### src/rtl/assembler_constants_pkg.sv
// Shared assembler constants: formatter state encoding and ASCII/hex helpers.
package assembler_constants;

  localparam int unsigned VALUE_W = 32;
  localparam int unsigned CHAR_W  = 8;
  localparam int unsigned COUNT_W = 4;
  localparam int unsigned INDEX_W = 3;

  typedef enum logic [2:0] {
    IDLE   = 3'd0,
    PREFIX = 3'd1,
    DIGITS = 3'd2,
    TERM   = 3'd3,
    DONE   = 3'd4
  } fmt_state_t;

  localparam logic [CHAR_W-1:0] CHAR_X   = 8'h78;
  localparam logic [CHAR_W-1:0] CHAR_NUL = 8'h00;

  // Nibble to ASCII hex digit, letter case selected by upper.
  function automatic logic [7:0] hex_to_ascii(input logic [3:0] nib, input logic upper);
    if (nib < 4'd10) return 8'h30 + 8'(nib);
    return (upper ? 8'h41 : 8'h61) + 8'(nib) - 8'd10;
  endfunction

  function automatic logic isNum(input logic [7:0] c);
    return (c >= 8'h30) && (c <= 8'h39);
  endfunction

  function automatic logic isAlpha(input logic [7:0] c);
    return ((c >= 8'h41) && (c <= 8'h5A)) || ((c >= 8'h61) && (c <= 8'h7A));
  endfunction

  // ASCII hex digit to nibble; non-hex characters map to zero.
  function automatic logic [3:0] ascii_to_hex(input logic [7:0] c);
    if (isNum(c)) return 4'(c - 8'h30);
    if ((c >= 8'h41) && (c <= 8'h46)) return 4'(c - 8'h41 + 8'd10);
    if ((c >= 8'h61) && (c <= 8'h66)) return 4'(c - 8'h61 + 8'd10);
    return 4'd0;
  endfunction

endpackage

### src/rtl/min_hex_digits.sv
// Smallest hex digit count whose sign-extended top digit reproduces the value.
module min_hex_digits
  import assembler_constants::*;
(
  input  logic [VALUE_W-1:0] value,
  output logic [COUNT_W-1:0] count
);

  // True when bits [31:4n-1] are all equal, i.e. n digits sign-extend back to value.
  function automatic logic sign_run(input logic [VALUE_W-1:0] v, input int n);
    logic signed [VALUE_W-1:0] hi;
    hi = $signed(v) >>> (4 * n - 1);
    return (hi == 32'sd0) || (hi == -32'sd1);
  endfunction

  // Scan downward so the last hit is the smallest qualifying count.
  always_comb begin
    count = 4'd8;
    for (int i = 7; i >= 1; i--) begin
      if (sign_run(value, i)) count = 4'(i);
    end
  end

endmodule

### src/rtl/immediate_formatter.sv
// Streams a 32-bit immediate as "x" + minimal sign-extending hex digits + terminator.
module immediate_formatter
  import assembler_constants::*;
#(
  parameter bit UPPERCASE = 1'b1
) (
  input  logic               clk_in,
  input  logic               rst_in,
  input  logic               start_in,
  input  logic [VALUE_W-1:0] value_in,
  input  logic [CHAR_W-1:0]  term_in,
  output logic [CHAR_W-1:0]  out_ascii,
  output logic               out_valid,
  input  logic               out_ready,
  output logic               busy_flag,
  output logic               done_flag
);

  fmt_state_t           state;
  logic [VALUE_W-1:0]   value_q;
  logic [CHAR_W-1:0]    term_q;
  logic [INDEX_W-1:0]   idx;
  logic [COUNT_W-1:0]   digit_count;
  logic                 xfer;

  min_hex_digits u_min_hex_digits (
    .value (value_in),
    .count (digit_count)
  );

  assign xfer = out_valid && out_ready;

  // Nibble at position n of the latched value.
  function automatic logic [3:0] nibble(input logic [VALUE_W-1:0] v, input logic [INDEX_W-1:0] n);
    return v[{n, 2'b00} +: 4];
  endfunction

  // State machine with registered character, valid, busy and done outputs.
  always_ff @(posedge clk_in) begin
    if (rst_in) begin
      state     <= IDLE;
      value_q   <= '0;
      term_q    <= '0;
      idx       <= '0;
      out_ascii <= CHAR_NUL;
      out_valid <= 1'b0;
      busy_flag <= 1'b0;
      done_flag <= 1'b0;
    end else begin
      case (state)
        IDLE: begin
          done_flag <= 1'b0;
          if (start_in) begin
            value_q   <= value_in;
            term_q    <= term_in;
            idx       <= INDEX_W'(digit_count - 4'd1);
            out_ascii <= CHAR_X;
            out_valid <= 1'b1;
            busy_flag <= 1'b1;
            state     <= PREFIX;
          end
        end
        PREFIX: begin
          if (xfer) begin
            out_ascii <= hex_to_ascii(nibble(value_q, idx), UPPERCASE);
            state     <= DIGITS;
          end
        end
        DIGITS: begin
          if (xfer) begin
            if (idx == '0) begin
              out_ascii <= term_q;
              state     <= TERM;
            end else begin
              idx       <= idx - 3'd1;
              out_ascii <= hex_to_ascii(nibble(value_q, idx - 3'd1), UPPERCASE);
            end
          end
        end
        TERM: begin
          if (xfer) begin
            out_ascii <= CHAR_NUL;
            out_valid <= 1'b0;
            done_flag <= 1'b1;
            state     <= DONE;
          end
        end
        DONE: begin
          done_flag <= 1'b0;
          busy_flag <= 1'b0;
          state     <= IDLE;
        end
        default: begin
          out_ascii <= CHAR_NUL;
          out_valid <= 1'b0;
          busy_flag <= 1'b0;
          done_flag <= 1'b0;
          state     <= IDLE;
        end
      endcase
    end
  end

endmodule

### config.mk
export PLATFORM = sky130hd
export DESIGN_NAME = immediate_formatter
export DESIGN_NICKNAME = d
export VERILOG_FILES = /design/src/rtl/assembler_constants_pkg.sv /design/src/rtl/min_hex_digits.sv /design/src/rtl/immediate_formatter.sv
export SDC_FILE = /design/constraint.sdc
export NUM_CORES = 1
export LEC_CHECK = 0
export ABC_AREA = 1
export BUFFER_PORTS_ARGS = -buffer_cell sky130_fd_sc_hd__buf_4
export CORE_UTILIZATION = 55
export DETAILED_ROUTE_END_ITERATION = 8
export GPL_TIMING_DRIVEN = 0
export PLACE_DENSITY = 0.86
export SLEW_MARGIN = 5
export SYNTH_ARGS = -nofsm -noshare
export SYNTH_HDL_FRONTEND = slang
export SYNTH_SLANG_ARGS = --single-unit
### constraint.sdc
create_clock -name clk_in -period 3.4 [get_ports clk_in]
set_input_delay 0.34 -clock clk_in [delete_from_list [all_inputs] [get_ports clk_in]]
set_output_delay 0.34 -clock clk_in [all_outputs]
set_load 0.03 [all_outputs]
After elaboration in Yosys (flattened, before gate mapping)
Index checks and enable logic that the tools add are counted.
- flip-flop bits (word level): 57
- memories kept: 0
- bits in read-only memories: 0
- bits in latches: 0
- output and inout bits: 11
- memory bits (writable): 0
- logic and storage cells: 111
- input port bits: 44
- equal/unequal tests: 17
- $mul: 0
- mux-type cells: 42
- shift-type cells: 2
- divide/modulo/power cells: 0
- add/subtract/negate cells: 8
- bitwise operators: 4
- order comparisons: 2
- reduce and logical (&&, ||, !) cells: 28
- operator list (kind ; number):
    logical NOT 32 bit ; 7
    two-way mux 8 bit ; 9
    variable part select 32 x 6 -> 4 bit ; 2
    two-way mux 3 bit ; 15
    case mux 8 bit (5 select lines) ; 1
    equality test 29 x 1 -> 1 bit, second input constant ; 1
    equality test 25 x 1 -> 1 bit, second input constant ; 1
    equality test 21 x 1 -> 1 bit, second input constant ; 1
    equality test 17 x 1 -> 1 bit, second input constant ; 1
    adder 7 x 4 -> 8 bit, first input constant ; 2
    subtractor 8 x 4 -> 8 bit, second input constant ; 2
    adder 6 x 4 -> 7 bit, first input constant ; 2
    equality test 13 x 1 -> 1 bit, second input constant ; 1
    two-way mux 1 bit ; 12
    != test 2 bit, second input constant ; 6
    case mux 3 bit (4 select lines) ; 1
    AND reduction 5 bit ; 2
    equality test 9 x 1 -> 1 bit, second input constant ; 1
    less-than comparator 4 bit, second input constant ; 2
    logical OR 1 bit ; 7
    equality test 3 x 2 -> 1 bit, second input constant ; 2
    logical NOT 3 bit ; 2
    case mux 3 bit (2 select lines) ; 1
    AND reduction 2 bit ; 3
    other kinds (13) ; 19

Longest topological paths before layout
- word-level depth: 12
- depth in mapped cells: 17
- depth with buffers taken out: 17

Hierarchy
Synthesis repeated with hierarchy kept, for this count alone.
- cell total of the unflattened synthesis: 570
- area, all modules: 3668.5 um^2
- by module, submodules not included (module ; times used ; area each (um^2) ; sequential area each (um^2) ; cells each):
    immediate_formatter ; 1 ; 3244.4 ; 1141.1 ; 477
    min_hex_digits ; 1 ; 424.2 ; 0.0 ; 93

Worst setup path after synthesis
OpenSTA, ideal clock, no wires.
- path type: register -> register
- start point: reg idx[0]
- end point: reg out_ascii[6]
- setup slack: 1.205 ns
- period minus slack after synthesis: 2.195 ns
- arrival time: 2.129 ns
- stages on the path, launching flop included: 17
- path buffers: 2
- setup time: 0.066 ns
- required time: 3.334 ns
- cells stage by stage: dfxtp_1 inv_4 buf_6 ha_1 buf_2 a21oi_1 o21ai_0 nand3_1 nand2_1 ha_1 nand2_1 nand3_1 nor2_1 nor2_1 nand2_1 nand2_1 a21oi_2
- longest elaborated chain between the ends: 12
- elaborated cells on any way between the ends: 29
- classes of those cells: add/sub (7); order compare (2); shift (2); mux (17); reduce/logical (1)
- RTL lines (what ; RTL line ; source):
    start, declared ; immediate_formatter.sv:22 ; logic [INDEX_W-1:0] idx;
    start signal, assigned ; immediate_formatter.sv:56 ; idx <= INDEX_W'(digit_count - 4'd1);
    start signal, assigned ; immediate_formatter.sv:75 ; idx <= idx - 3'd1;
    parallel branches: the longest is 11 deep, another holds adder 7 x 4 -> 8 bit ; - ;
    case mux 8 bit (5 select lines) * ; immediate_formatter.sv:50 ; case (state)
    end signal, assigned ; immediate_formatter.sv:65 ; out_ascii <= hex_to_ascii(nibble(value_q, idx), UPPERCASE);
    end signal, assigned ; immediate_formatter.sv:72 ; out_ascii <= term_q;
    end signal, assigned ; immediate_formatter.sv:76 ; out_ascii <= hex_to_ascii(nibble(value_q, idx - 3'd1), UPPERCASE);
    end, declared ; immediate_formatter.sv:12 ; output logic [CHAR_W-1:0] out_ascii,
Every way passes the cells marked *. The select of a mux whose other input is x is not followed.
A chain may end at the register's enable or synchronous reset.

Worst setup path in the final report
- start point: reg idx[0]
- end point: reg out_ascii[1]
The elaborated chain is that of the path after synthesis.

==> impl_metrics.ini <==
[run_status]
status = completed

[placed_design]
dp_hpwl_um = 7199
io_buffers = 53
gp_congestion = 0.9681
dpl.cell_count = 671
dp_worst_setup_slack_ps = 914.1

[clock_network]
clock_tree.buffer_depth = 2
cts_buffers = 9
postCtsHoldBufs = 0
cts_setup_buffers = 0
cts.sinks = 57
insertion_delay_ps = 340
cts_root_buffer = clkbuf_8
cts_resized = 0
htreeDepth = 3
cts_tree = built
clk_pin_slew_ps = 60

[global_routing]
antenna_found_initial = 0
gr-total-overflow = 0
track_usage = 0.3022
grt_max_degree = 12
grt_pass1_vias = 3375
grt_pass1_wl_um = 15170

[worst_setup_path]
worstPathMaxFanout = 11
crit_type = flip-flop to flip-flop
rr_worst_depth = 14
crit_path_frequent_cell = nand3_1
crit_end = out_ascii[1]
cp_cell_sequence = inv_4, buf_6, ha_1, buf_2, a21oi_1, o21ai_0, nand3_1, nand2_1, ha_1, nand3_1, nand3_1, nand3_1, nand2_1, a21oi_1
cp-end-kind = flip-flop
arrival_ps = 2880
critPathRequiredTime_ps = 3670
r2r_end = out_ascii[1]
regToRegSetupSlack_ps = 790
cp_slowest_stage_delay_ps = 510
crit_path_start = idx[0]
slowest_stage = dfxtp_1
timing.rr.start = idx[0]
critPathLaunchType = flip-flop

[synthesis]
synth_cells = 543
synthAdderAreaFrac = 0.01783
yosysWarnings = 0
synthSimpleGateAreaFrac = 0.3415
synth_nets = 592
async_reset_ff_frac = 0
synth-compound-area-share = 0.1807
synthMuxAreaShare = 0
synth_top_family_by_area = simple AND/OR/NAND/NOR gates
synthXorXnorAreaFrac = 0.01248
synth_area_leaders = dfxtp_1 33%, nand2_1 15%, a21oi_1 8.1%
ys.flop_type = dfxtp_1
synth_cell_types = 33
yosysSeqAreaShare = 0.3251
synth_edf_count = 0
syn_area_per_cell_sq_um = 6.463
synth_top_area_cell = dfxtp_1
synth_top_area_share = 0.3251
syn_area_sq_mm = 0.003510
synth-seq-cells = 57

[finish]
syn_to_final_growth_pct = 19.57
utilization = 0.6964
instances_no_fill = 686
diodes = 0
fill_cells = 537
nets = 656
drive_gt1_frac = 0.1784

[sta]
final.min_clock_period_ps = 2610
setup_viol_count_final = 0
timing.slew.headroom = 0.6073
setup_slack_ps = 790.1
hold_violations = 0
totalNegativeSetupSlack_ps = 0
post-route-period-util = 0.7676
rsz0062_at_grt = no
skew_ps = 7.708
fmax_ghz = 0.3832
worstMarginPinSlew_ps = 589.1
slew_viol_final = 0

[route]
first_pass_iters = 5
wirelength_um = 9379
ant_nets = 0
drtIter0Drc = 282
drc = 0
wl_per_cell_um = 13.67
via_count = 3773
viasPerCell = 5.500

[die]
dieArea_sq_mm = 0.006704
die_w_um = 81.88
start_util = 0.5824
core_area_sq_mm = 0.006026
dieHeight_um = 81.88
io_pins = 55
fp-row-count = 28

[power_and_ir_drop]
power.density_mw_per_mm2 = 1038
ir_drop_mv = 0.6463
power_leakage_nw = 1.959

[run]
max_cap_viol_count = 0

[worst_hold_path]
hold_class = primary input to flip-flop
hp-start = rst_in
==> through the flow <==
step / power [mW] / hold WS [ps] / area, sq um
floorplan: 3.049 / 424.5 / 3510
global placement: 3.574 / 441.3 / 4001
detailed placement: 3.656 / 451.7 / 4001
CTS: 4.307 / 250.1 / 4197
global route: 4.734 / 244.9 / 4197
finish: 4.356 / 253.7 / 4197
==> logic make-up (layout without fill, tap and decap cells) <==
logic type	count (synthesis)	count (layout)
simple gates	268	268
fa+ha+maj	5	5
compound gates	120	120
flops	57	57
buf+inv	91	159
xor+xnor	2	2
==> layout by cell type (no fill, tap or decap), types with 2 or more instances in the layout <==
cell / netlist / routed
inv_1: 62 / 62
nand3_1: 56 / 56
nand3_2: 3 / 3
nand2_1: 142 / 142
nand4_1: 8 / 8
buf_2: 2 / 2
buf_4: 0 / 53
clkbuf_8: 3 / 14
o21ai_0: 49 / 49
a211oi_1: 2 / 2
clkbuf_1: 10 / 11
a21oi_2: 2 / 2
ha_1: 5 / 5
o211ai_1: 6 / 6
a31oi_1: 2 / 2
nand2_2: 9 / 9
nor2_1: 32 / 32
nor2_2: 4 / 4
a21oi_1: 57 / 57
inv_2: 5 / 5
nand2_4: 4 / 4
nor4_1: 2 / 2
dfxtp_1: 57 / 57
clkinv_2: 0 / 2
nor3_1: 5 / 5
buf_6: 7 / 7
==> state kept, by name, summed over array words and instances, names as in the netlist <==
name and flops:
value_q 32, out_ascii 8, term_q 8, idx 3, state 3, busy_flag 1, done_flag 1, out_valid 1
==> cell usage after synthesis, drive strengths merged, types with 5 or more instances <==
cell / count
a21oi: 59
buf: 10
clkbuf: 13
dfxtp: 57
ha: 5
inv: 68
nand2: 155
nand3: 59
nand4: 8
nor2: 36
nor3: 5
o211ai: 6
o21ai: 50
==> per-layer routing <==
| metal | vias up | routed length (um) | track usage |
|---|---|---|---|
| li1 | 1905 | - | - |
| met5 | - | 0 | 0 |
| met2 | 163 | 4453 | 0.5025 |
| met3 | 15 | 808 | 0.07667 |
| met1 | 1690 | 3969 | 0.3786 |
| met4 | 0 | 148 | 0.09825 |
==> cell type report <==
| type | instances | area, sq um | share of cell area |
|---|---|---|---|
| flip-flops and latches | 57 | 1141 | 0.2719 |
| multi-input cells | 395 | 1939 | 0.4621 |
| repair buffers | 53 | 397.9 | 0.09481 |
| clock buffers | 12 | 155.1 | 0.03697 |
| inverters | 68 | 257.7 | 0.06142 |
| clock inverters | 3 | 40.04 | 0.009541 |
| plain buffers | 23 | 171.4 | 0.04085 |
| well taps | 75 | 93.84 | 0.02236 |
==> critical path, delay by kind of cell (launching register included) <==
family / cells / cell delay, ps
AO/OA/AOI/OAI: 3 / 350
buffers and inverters: 3 / 480
flip-flops: 1 / 510
AND/OR/NAND/NOR: 6 / 600
adder cells (fa/ha/maj): 2 / 600
==> worst min path at each step <==
stage,slack (ps),cells after the start,to
after floorplan,420,2,term_q[3]
after global placement,440,2,term_q[6]
after detailed placement,450,2,term_q[6]
after CTS,250,2,term_q[7]
after global routing,240,2,term_q[7]
final,250,2,term_q[5]
==> report_power, final <==
group	internal, mW	switching, mW
Clock	0.372	0.254
Combinational	0.953	1.82
Sequential	0.866	0.0945
Total	2.19	2.16
(Power assumes the default switching activity.)
